`src/rtl/gpu_pkg.sv`:
```
// Shared constants and state types for the GPU serial front end.
package gpu_pkg;

   localparam int         FRAME_BYTES = 60;
   localparam logic [7:0] SYNC_BYTE   = 8'hA5;
   localparam int         IDX_W       = 6;

   typedef enum logic [1:0] {
      P_HUNT,
      P_PAYLOAD,
      P_CHECK
   } parser_state_t;

   typedef enum logic [1:0] {
      RX_IDLE,
      RX_START,
      RX_DATA,
      RX_STOP
   } rx_state_t;

endpackage

```
`src/rtl/uart_rx_core.sv`:
```
// 8N1 UART byte receiver working on an already-synchronized line.
//
// state    | meaning
// ---------|-----------------------------------------------------------
// RX_IDLE  | line idle, waiting for a 1->0 transition
// RX_START | half-bit wait, then confirm start bit is still low
// RX_DATA  | sample 8 data bits one bit-time apart, LSB first
// RX_STOP  | sample stop bit, flag good byte or framing error
module uart_rx_core #(
   parameter int CLKS_PER_BIT = 434
) (
   input  logic       clk,
   input  logic       rst_n,
   input  logic       rx_sync,
   output logic [7:0] data,
   output logic       byte_valid,
   output logic       byte_err
);
   import gpu_pkg::*;

   localparam int                CNT_W     = $clog2(CLKS_PER_BIT);
   localparam logic [CNT_W-1:0]  FULL_LOAD = CNT_W'(CLKS_PER_BIT - 1);
   localparam logic [CNT_W-1:0]  HALF_LOAD = CNT_W'(CLKS_PER_BIT / 2 - 1);

   rx_state_t        r_state;
   logic [CNT_W-1:0] r_cnt;
   logic [2:0]       r_bit_cnt;
   logic [7:0]       r_shift;
   logic             r_rx_prev;
   logic             r_byte_valid;
   logic             r_byte_err;

   assign data       = r_shift;
   assign byte_valid = r_byte_valid;
   assign byte_err   = r_byte_err;

   // Bit-timing FSM; the bit timer is a down-counter, every decision is taken at terminal count.
   always_ff @(posedge clk or negedge rst_n) begin
      if (!rst_n) begin
         r_state      <= RX_IDLE;
         r_cnt        <= '0;
         r_bit_cnt    <= '0;
         r_shift      <= '0;
         r_rx_prev    <= 1'b1;
         r_byte_valid <= 1'b0;
         r_byte_err   <= 1'b0;
      end else begin
         r_rx_prev    <= rx_sync;
         r_byte_valid <= 1'b0;
         r_byte_err   <= 1'b0;
         case (r_state)
            RX_IDLE: begin
               if (r_rx_prev && !rx_sync) begin
                  r_state <= RX_START;
                  r_cnt   <= HALF_LOAD;
               end
            end
            RX_START: begin
               if (r_cnt == '0) begin
                  if (!rx_sync) begin
                     r_state   <= RX_DATA;
                     r_cnt     <= FULL_LOAD;
                     r_bit_cnt <= 3'd7;
                  end else begin
                     r_state <= RX_IDLE;
                  end
               end else begin
                  r_cnt <= r_cnt - 1'b1;
               end
            end
            RX_DATA: begin
               if (r_cnt == '0) begin
                  r_shift <= {rx_sync, r_shift[7:1]};
                  r_cnt   <= FULL_LOAD;
                  if (r_bit_cnt == '0) begin
                     r_state <= RX_STOP;
                  end else begin
                     r_bit_cnt <= r_bit_cnt - 1'b1;
                  end
               end else begin
                  r_cnt <= r_cnt - 1'b1;
               end
            end
            RX_STOP: begin
               if (r_cnt == '0) begin
                  r_byte_valid <= rx_sync;
                  r_byte_err   <= !rx_sync;
                  r_state      <= RX_IDLE;
               end else begin
                  r_cnt <= r_cnt - 1'b1;
               end
            end
            default: r_state <= RX_IDLE;
         endcase
      end
   end

endmodule

```
`src/rtl/uart_frame_loader.sv`:
```
// UART frame loader: sync byte + payload + 8-bit additive checksum,
// one register write strobe per payload byte, pc_ready on a good frame.
//
// state     | meaning
// ----------|------------------------------------------------------------
// P_HUNT    | discard bytes until the sync byte arrives
// P_PAYLOAD | forward payload bytes as indexed writes, accumulate checksum
// P_CHECK   | next byte is the checksum; pc_ready or frame_err, then hunt
module uart_frame_loader #(
   parameter int         CLKS_PER_BIT = 434,
   parameter int         FRAME_BYTES  = gpu_pkg::FRAME_BYTES,
   parameter logic [7:0] SYNC_BYTE    = gpu_pkg::SYNC_BYTE,
   parameter int         TIMEOUT_CLKS = 16 * CLKS_PER_BIT
) (
   input  logic                      clk,
   input  logic                      rst_n,
   input  logic                      rx,
   output logic [7:0]                read_data,
   output logic [gpu_pkg::IDX_W-1:0] idx,
   output logic                      update_reg,
   output logic                      pc_ready,
   output logic                      frame_err
);
   import gpu_pkg::*;

   localparam int               TO_W     = $clog2(TIMEOUT_CLKS + 1);
   localparam logic [TO_W-1:0]  TO_LOAD  = TO_W'(TIMEOUT_CLKS);
   localparam logic [IDX_W-1:0] LAST_IDX = IDX_W'(FRAME_BYTES - 1);

   logic             r_rx_meta;
   logic             r_rx_sync;
   logic [7:0]       w_data;
   logic             w_byte_valid;
   logic             w_byte_err;
   logic             w_timeout;

   parser_state_t    r_state;
   logic [IDX_W-1:0] r_cnt;
   logic [7:0]       r_sum;
   logic [TO_W-1:0]  r_to_cnt;
   logic [7:0]       r_read_data;
   logic [IDX_W-1:0] r_idx;
   logic             r_update_reg;
   logic             r_pc_ready;
   logic             r_frame_err;

   assign read_data  = r_read_data;
   assign idx        = r_idx;
   assign update_reg = r_update_reg;
   assign pc_ready   = r_pc_ready;
   assign frame_err  = r_frame_err;

   // Two-flop synchronizer for the asynchronous rx line, idling high.
   always_ff @(posedge clk or negedge rst_n) begin
      if (!rst_n) begin
         r_rx_meta <= 1'b1;
         r_rx_sync <= 1'b1;
      end else begin
         r_rx_meta <= rx;
         r_rx_sync <= r_rx_meta;
      end
   end

   uart_rx_core #(
      .CLKS_PER_BIT (CLKS_PER_BIT)
   ) u_rx_core (
      .clk        (clk),
      .rst_n      (rst_n),
      .rx_sync    (r_rx_sync),
      .data       (w_data),
      .byte_valid (w_byte_valid),
      .byte_err   (w_byte_err)
   );

   // Inter-byte gap timer: reloaded by every good byte, runs down only while inside a frame.
   always_ff @(posedge clk or negedge rst_n) begin
      if (!rst_n) begin
         r_to_cnt <= '0;
      end else if (w_byte_valid) begin
         r_to_cnt <= TO_LOAD;
      end else if ((r_state != P_HUNT) && (r_to_cnt != '0)) begin
         r_to_cnt <= r_to_cnt - 1'b1;
      end
   end

   // Terminal count; takes priority over a byte completing in the same cycle.
   assign w_timeout = (r_state != P_HUNT) && (r_to_cnt == TO_W'(1));

   // Frame parser with registered write strobe, index, data and status pulses.
   always_ff @(posedge clk or negedge rst_n) begin
      if (!rst_n) begin
         r_state      <= P_HUNT;
         r_cnt        <= '0;
         r_sum        <= '0;
         r_read_data  <= '0;
         r_idx        <= '0;
         r_update_reg <= 1'b0;
         r_pc_ready   <= 1'b0;
         r_frame_err  <= 1'b0;
      end else begin
         r_update_reg <= 1'b0;
         r_pc_ready   <= 1'b0;
         r_frame_err  <= 1'b0;
         if (w_timeout) begin
            r_frame_err <= 1'b1;
            r_state     <= P_HUNT;
         end else begin
            case (r_state)
               P_HUNT: begin
                  if (w_byte_valid && (w_data == SYNC_BYTE)) begin
                     r_cnt   <= '0;
                     r_sum   <= '0;
                     r_state <= P_PAYLOAD;
                  end
               end
               P_PAYLOAD: begin
                  if (w_byte_err) begin
                     r_frame_err <= 1'b1;
                     r_state     <= P_HUNT;
                  end else if (w_byte_valid) begin
                     r_read_data  <= w_data;
                     r_idx        <= r_cnt;
                     r_update_reg <= 1'b1;
                     r_sum        <= r_sum + w_data;
                     if (r_cnt == LAST_IDX) begin
                        r_state <= P_CHECK;
                     end else begin
                        r_cnt <= r_cnt + 1'b1;
                     end
                  end
               end
               P_CHECK: begin
                  if (w_byte_err) begin
                     r_frame_err <= 1'b1;
                     r_state     <= P_HUNT;
                  end else if (w_byte_valid) begin
                     if (w_data == r_sum) begin
                        r_pc_ready <= 1'b1;
                     end else begin
                        r_frame_err <= 1'b1;
                     end
                     r_state <= P_HUNT;
                  end
               end
               default: r_state <= P_HUNT;
            endcase
         end
      end
   end

endmodule

```
`config.mk`:
```
export PLATFORM = sky130hd
export DESIGN_NAME = uart_frame_loader
export DESIGN_NICKNAME = d
export VERILOG_FILES = /design/src/rtl/gpu_pkg.sv /design/src/rtl/uart_rx_core.sv /design/src/rtl/uart_frame_loader.sv
export SDC_FILE = /design/constraint.sdc
export NUM_CORES = 1
export LEC_CHECK = 0
export ABC_AREA = 1
export CORE_MARGIN = 4
export CORE_UTILIZATION = 60
export CTS_CLUSTER_SIZE = 12
export DETAILED_ROUTE_END_ITERATION = 10
export GPL_ROUTABILITY_DRIVEN = 0
export PLACE_DENSITY = 0.79
export RECOVER_POWER = 100
export SYNTH_ARGS = -nofsm -noshare
export SYNTH_HDL_FRONTEND = slang
export SYNTH_SLANG_ARGS = --single-unit
```
`constraint.sdc`:
```
create_clock -name clk -period 3.62 [get_ports clk]
set_input_delay 0.905 -clock clk [delete_from_list [all_inputs] [get_ports clk]]
set_output_delay 0.905 -clock clk [all_outputs]
set_load 0.05 [all_outputs]
```
; ---- Word-level counts from Yosys, hierarchy flattened
; Cells that the tools add are included.
[op_classes]
n_eq_ne = 26
n_addsub = 5
n_reduce_logical = 22
bitwise_logic = 2
n_mux = 56
[op_table]
columns = op, count
row1 = 9-bit two-way mux, 5
row2 = 9-bit one-hot mux with 4 select lines, 1
row3 = 13-bit two-way mux, 2
row4 = 2-bit two-way mux, 13
row5 = 6-bit two-way mux, 4
row6 = 8-bit two-way mux, 3
row7 = 1-bit two-way mux, 18
row8 = 8-bit one-hot mux with 2 select lines, 1
row9 = 5-bit AND reduction, 3
row10 = "13-bit by 1-bit == test with 1-bit output, second input constant", 1
row11 = 13-bit nonzero test, 1
row12 = "13-bit by 1-bit subtractor with 13-bit output, second input constant", 1
row13 = 3-bit two-way mux, 4
row14 = "2-bit by 1-bit inequality test with 1-bit output, second input constant", 6
row15 = "2-bit inequality test, second input constant", 6
row16 = 6-bit one-hot mux with 2 select lines, 1
row17 = 9-bit logical NOT, 1
row18 = "9-bit by 1-bit subtractor with 9-bit output, second input constant", 1
row19 = 8-bit adder, 1
row20 = 8-bit == test, 1
row21 = "8-bit == test, second input constant", 1
row22 = "4-bit by 2-bit inequality test with 1-bit output, second input constant", 2
row23 = 2-bit one-hot mux with 4 select lines, 1
row24 = 4-bit AND reduction, 2
row25 = 19 further kinds, 31
[word_totals]
reg_bits = 73
word_cells = 129
in_bits = 3

; ---- Longest topological paths before layout
; Gate-level depths: netlist of the first run.
[depth]
depth_word = 6
depth_mapped = 12
ltp_nobuf = 12

; ---- Modules after synthesis
; From an unflattened synthesis of the first run, not the netlist that was laid out.
[unflattened]
hier_cells = 538
hier_area_um2 = 4190.3
[by_module_without_submodules]
columns = mod, seq_area_each_um2, instances, area_each_um2, cells_each
row1 = uart_frame_loader, 1203.7, 1, 2780.2, 362
row2 = uart_rx_core, 626.9, 1, 1410.1, 176

; ---- Least setup slack after synthesis of the first run
; OpenSTA, ideal clock, no wires.
[synth_path]
path_type = reg2reg
start = register r_state[1]
end = register r_sum[7]
period_less_slack_ps = 1643
required_ps = 3503
arrival_time_ps = 1526
path_stages_with_launch = 12
path_slack_ps = 1977
cell_sequence = dfrtp_1 -> inv_1 -> ha_1 -> inv_2 -> nor3_2 -> inv_1 -> o21ai_2 -> nand2_2 -> inv_4 -> nand2_4 -> nand2_1 -> nand2_1
[synth_between]
elab_chain_cells = 4
word_cells_on_any_way = 11
classes_between = eq/ne: 4 / mux: 1 / bitwise: 1 / reduce/logical: 5
[synth_lines]
columns = element, line_no
row1 = from (decl), uart_frame_loader.sv:37  ; parser_state_t r_state;
row2 = from (signal assigned), uart_frame_loader.sv:92  ; r_state <= P_HUNT;
row3 = from (signal assigned), uart_frame_loader.sv:106  ; r_state <= P_HUNT;
row4 = from (signal assigned), uart_frame_loader.sv:113  ; r_state <= P_PAYLOAD;
row5 = "parallel branches: the longest is 4 deep, another holds 5-bit AND reduction", -
row6 = to (signal assigned), uart_frame_loader.sv:124  ; r_sum <= r_sum + w_data;
row7 = to (decl), uart_frame_loader.sv:39  ; logic [7:0] r_sum;
; Several ways; the timed one is not identified.
; A chain may end at the register's enable or synchronous reset.

; ---- Worst setup path in the final report of the first run
[layout_path]
start = register r_read_data[2], in the netlist read_data[2]
end = output port read_data[2]
[layout_rtl]
columns = element, line_no
row1 = from (decl), uart_frame_loader.sv:41  ; logic [7:0] r_read_data;
row2 = from (signal assigned), uart_frame_loader.sv:121  ; r_read_data <= w_data;
row3 = to (decl), uart_frame_loader.sv:18  ; output logic [7:0] read_data,
; No word-level cell between the ends.

==> results of run 1 <==
==> layer usage <==
metal | track usage [%] | wire [um] | share of wire (%)
met5 | 0 | 0 | 0
met4 | 9.03 | 122 | 1.4
met1 | 29.1 | 4080 | 48
met2 | 35.7 | 3960 | 47
met3 | 4.76 | 296 | 3.5
==> how the worst min path moves through the flow <==
stage                end  slack [ns]
2_1_floorplan  r_rx_sync        0.35
3_3_place_gp   r_rx_sync        0.35
3_5_place_dp   r_rx_sync        0.35
4_1_cts        r_rx_sync        0.36
5_1_grt        r_rx_sync        0.37
6_report       r_rx_sync        0.36
==> through the flow <==
stage / hold WS [ns] / power (mW)
final: 0.363 / 2.11
after floorplan: 0.345 / 1.33
after detailed placement: 0.347 / 1.46
after global routing: 0.373 / 2.26
after global placement: 0.348 / 1.43
after CTS: 0.359 / 2.14
==> layout by cell type (no fill, tap or decap), types with 3 or more instances in the layout <==
cell and instances:
nand3b_1 4, a21oi_1 14, xor2_1 6, nand4_1 9
nand2_1 162, dlygate4sd3_1 18, o21ai_2 3, ha_1 23
xnor2_1 6, dfrtp_1 70, nor3_1 9, nand3_1 42
or2_2 3, nor2_1 52, clkbuf_8 9, o21ai_0 40
inv_1 66
==> cell type report <==
class / instances / area, sq um / area share [%]
tap: 96 / 120 / 2.60
sequential: 73 / 1830 / 39.6
multi-input combinational: 389 / 2010 / 43.6
inverter: 69 / 260 / 5.64
clock buffer: 9 / 124 / 2.68
timing repair buffer: 19 / 185 / 4.01
clock inverter: 7 / 86.3 / 1.87
==> kinds of logic (layout without fill, tap and decap cells) <==
| logic type | count (synthesis) | after routing | share of synthesized area [%] |
|---|---|---|---|
| adders and majority gates | 24 | 24 | 7.30 |
| and+or+nand+nor | 292 | 292 | 31.5 |
| buffers and inverters | 73 | 104 | 7.03 |
| xor gates and xnor gates | 12 | 12 | 2.49 |
| AOI/OAI and AO/OA | 61 | 61 | 8.31 |
| DFF | 73 | 73 | 43.4 |
==> power by group through the flow <==
stage	Clock (mW)	Sequential [mW]	Combinational, mW
finish	0.685	0.937	0.489
global route	0.738	0.949	0.576
CTS	0.696	0.936	0.507
detailed placement	0	0.951	0.505
global placement	0	0.949	0.483
floorplan	0	0.938	0.396
==> reports/metrics.csv, run 1 <==
metric;value;unit
crit_type;flop to output port;
ys_ff_latch;73;
crit_arrival;1.60;ns
pin_count;20;
required;2.71;ns
clk_pin_slew_worst_paths;0.09;ns
cts_hold_buf;0;
hp-start;r_rx_meta;
violations;max-capacitance violations, max-slew violations;
top_regs;r_to_cnt (13), u_rx_core.r_cnt (9);
worst_path_max_delay_cell;dlygate4sd3_1;
fin_nets;588;
yosysTopAreaCellShare;41.5;%
internal-power;1.40;mW
crit_fanout;2;
die_h;91.8;um
syn_area;4220;sq um
worstPathCellList;dlygate4sd3_1;
power_leakage;2.53;nW
synthCells;535;
coreArea;6790;sq um
slew_violations;74;
largest_reg_flops;13;
final.fill_count;578;
hold_depth;0;
peakVddDrop;0.000297;V
synth_edf_count;0;
cts_made_buffers;9;
grt_pass1_wl;15.1;mm
clkPwrFrac;32.4;%
die_area;8430;sq um
drive_gt1_share;6.71;%
p_sw;0.714;mW
crit_end;read_data[2];
worst_slack;1.11;ns
path_delay_family;buffers and inverters;
cp-end-kind;output port;
area_delta_synth_final;9.53;%
regMostFlops;r_to_cnt;
cp_num_buf_inv;1;
final_cells;662;
yosys_warnings;0;
fmax;0.399;GHz
r2r_cells;11;
postCtsSetupBuffers;0;
rsz0062_at_grt;false;
yosysMostFrequentCell;nand2_1;
finClkSkew;0.0107;ns
mappedNetlistNets;562;
cp-startpoint;read_data[2];
pwr-share-seq;44.4;%
root_buffer;clkbuf_8;
dpl.cell_count;646;
cts.path.max_buffers;2;
n_antenna_cell;0;
grt_max_degree;74;
track_usage;22.1;%
cp_slowest_stage_delay;0.88;ns
route.vias.total;3479;
reg2reg_from;r_state[1];
status;complete, but fails checks;
hp-class;flop to flop;
start_kind;flop;
placed_cell_area;4490;sq um
combPwrFrac;23.2;%
power_density;457;nW/um^2
ctsResizeCount;0;
start_util;62.1;%
viasPerCell;5.26;
htreeDepth;3;
netlist_top_cells_area;dfrtp_1 (42%), nand2_1 (14%), ha_1 (6.8%);
wl;8.46;mm
grt_antenna_before_repair;0;
sw_frac_of_total;33.8;%
ys_seq_area_share;43.4;%
finalSetupTns;0;ns
grt_pass1_vias;3401;
min_period;2.51;ns
row_count;30;
wire_per_inst;12.8;um
final_area;4620;sq um
worst_slew_pin_slew;1.75;ns
setup_viol;0;
drc;0;
clock-sinks;73;
cts_tree;done;
synthArstFlopShare;100;%
timing.final.crit_share;69.3;%
hold_violations;0;
insertion_delay;0.36;ns
drv_cap;1;
drt_iter0_drc;195;
r2r_setup_slack;1.12;ns
utilization;68.0;%
hpwlAfterDp;6.14;mm
yosys_most_used_dff;dfrtp_1;
regToRegEndpoint;r_sum[6];
syn_avg_cell_area;7.88;sq um
dp_slack;1.57;ns
drt_first_pass_iters;4;
grt-ovfl-total;0;
critical_path_depth;1;
io_buffers;19;
synth_cell_type_count;35;
synth_common_cells;nand2_1 (155), dfrtp_1 (70), inv_1 (64);
die_w;91.8;um
synth_top_cell_by_area;dfrtp_1;
drtAntennaViolNets;0;
max-slew-margin-rel;-16.3;%
Power figures use the tool's default switching activity.
==> run 2, diff against run 1 <==
- clock period: 3.62 -> 2.4 ns (I/O delays scaled with it)
==> reports/metrics.csv, run 2 (synthesized netlist as in run 1, its figures left out) <==
metric;value;unit
grt_antenna_before_repair;0;
combPwrFrac;23.7;%
drive_gt1_share;7.92;%
crit_type;flop to output port;
io_buffers;19;
start_util;62.1;%
htreeDepth;3;
area_delta_synth_final;10.5;%
grt_pass1_vias;3440;
worst_path_max_delay_cell;dlygate4sd3_1;
die_h;91.8;um
grt_pass1_wl;15.8;mm
die_w;91.8;um
worst_slack;0.194;ns
crit_arrival;1.61;ns
path_delay_family;buffers and inverters;
viasPerCell;5.35;
clock-sinks;73;
pin_count;20;
pwr-share-seq;44.2;%
clkPwrFrac;32.1;%
rsz0062_at_grt;false;
insertion_delay;0.36;ns
row_count;30;
start_kind;flop;
drv_cap;1;
ctsResizeCount;0;
min_period;2.21;ns
wl;8.95;mm
peakVddDrop;0.000632;V
grt-ovfl-total;0;
postCtsSetupBuffers;0;
fin_nets;590;
p_sw;1.10;mW
worstPathCellList;dlygate4sd3_1;
clk_pin_slew_worst_paths;0.09;ns
drc;0;
wire_per_inst;13.5;um
timing.final.crit_share;91.9;%
crit_fanout;2;
cp_slowest_stage_delay;0.89;ns
utilization;68.6;%
track_usage;23.3;%
cts_tree;done;
status;complete, but fails checks;
fmax;0.453;GHz
hpwlAfterDp;6.44;mm
power_density;688;nW/um^2
coreArea;6790;sq um
cts_made_buffers;9;
setup_viol;0;
finClkSkew;0.00934;ns
cts_hold_buf;0;
slew_violations;74;
final_area;4660;sq um
placed_cell_area;4520;sq um
drtAntennaViolNets;0;
drt_first_pass_iters;5;
root_buffer;clkbuf_8;
cts.path.max_buffers;2;
final_common_cell;nand2_1;
final_cell_mix;nand2_1 (159), dfrtp_1 (70), inv_1 (66), nor2_1 (52), nand3_1 (42);
hp-class;flop to flop;
dp_slack;0.539;ns
cp-end-kind;output port;
finalSetupTns;0;ns
largest_reg_flops;13;
worst_slew_pin_slew;1.76;ns
drt_iter0_drc;308;
regMostFlops;r_to_cnt;
top_regs;r_to_cnt (13), u_rx_core.r_cnt (9);
max-slew-margin-rel;-17.2;%
n_antenna_cell;0;
violations;max-capacitance violations, max-slew violations;
route.vias.total;3551;
die_area;8430;sq um
power_leakage;2.54;nW
sw_frac_of_total;34.3;%
cp_num_buf_inv;1;
hold_violations;0;
grt_max_degree;74;
internal-power;2.10;mW
required;1.80;ns
## run 2: area by class of cell
type / count / area [sq um]
Fill cell: 549 / 2140
Multi-Input combinational cell: 389 / 2040
Sequential cell: 73 / 1830
Inverter: 69 / 262
Timing Repair Buffer: 21 / 198
Clock buffer: 9 / 124
Tap cell: 96 / 120
Clock inverter: 7 / 85.1
## run 2: worst paths after layout
kind / slack (ns) / to / cells after the start / from
setup / recovery: 0.19 / read_data[1] / 1 / read_data[1]
setup reg to reg: 0.37 / r_cnt[3] / 9 / r_state[1]
hold reg to reg: 0.38 / r_rx_sync / 0 / r_rx_meta
max in group asynchronous: 0.54 / r_to_cnt[5] / 2 / rst_n
hold / removal: 0.38 / r_rx_sync / 0 / r_rx_meta
min in group asynchronous: 0.81 / r_sum[5] / 2 / rst_n
## run 2: power groups by stage
stage               logic [mW]  registers (mW)  clock network, mW
detailed placement       0.762            1.44                  0
global route             0.868            1.43               1.11
finish                   0.759            1.42               1.03
CTS                      0.775            1.42               1.05
floorplan                0.597            1.42                  0
global placement         0.727            1.43                  0
## run 2: worst register-to-register path, stage by stage, from the launching register on
cell and delay [ns]:
dfrtp_1 0.39, inv_1 0.12, ha_1 0.25, inv_1 0.17, nor3_1 0.31, inv_1 0.09
o21ai_2 0.11, nand2_2 0.16, o21ai_0 0.24, nand2_1 0.08
## run 2: through the flow
stage / std cells / power [mW] / hold slack [ns]
after floorplan: 535 / 2.01 / 0.304
after global placement: 648 / 2.16 / 0.356
after detailed placement: 648 / 2.20 / 0.356
after CTS: 664 / 3.24 / 0.260
after global routing: 664 / 3.42 / 0.390
final: 664 / 3.21 / 0.376
## run 2: metal layers
| layer | routed length, um | track usage [%] |
|---|---|---|
| met1 | 4170 | 32.7 |
| met2 | 4160 | 36.5 |
| met3 | 492 | 4.84 |
| met4 | 131 | 7.55 |
| met5 | 0 | 0 |
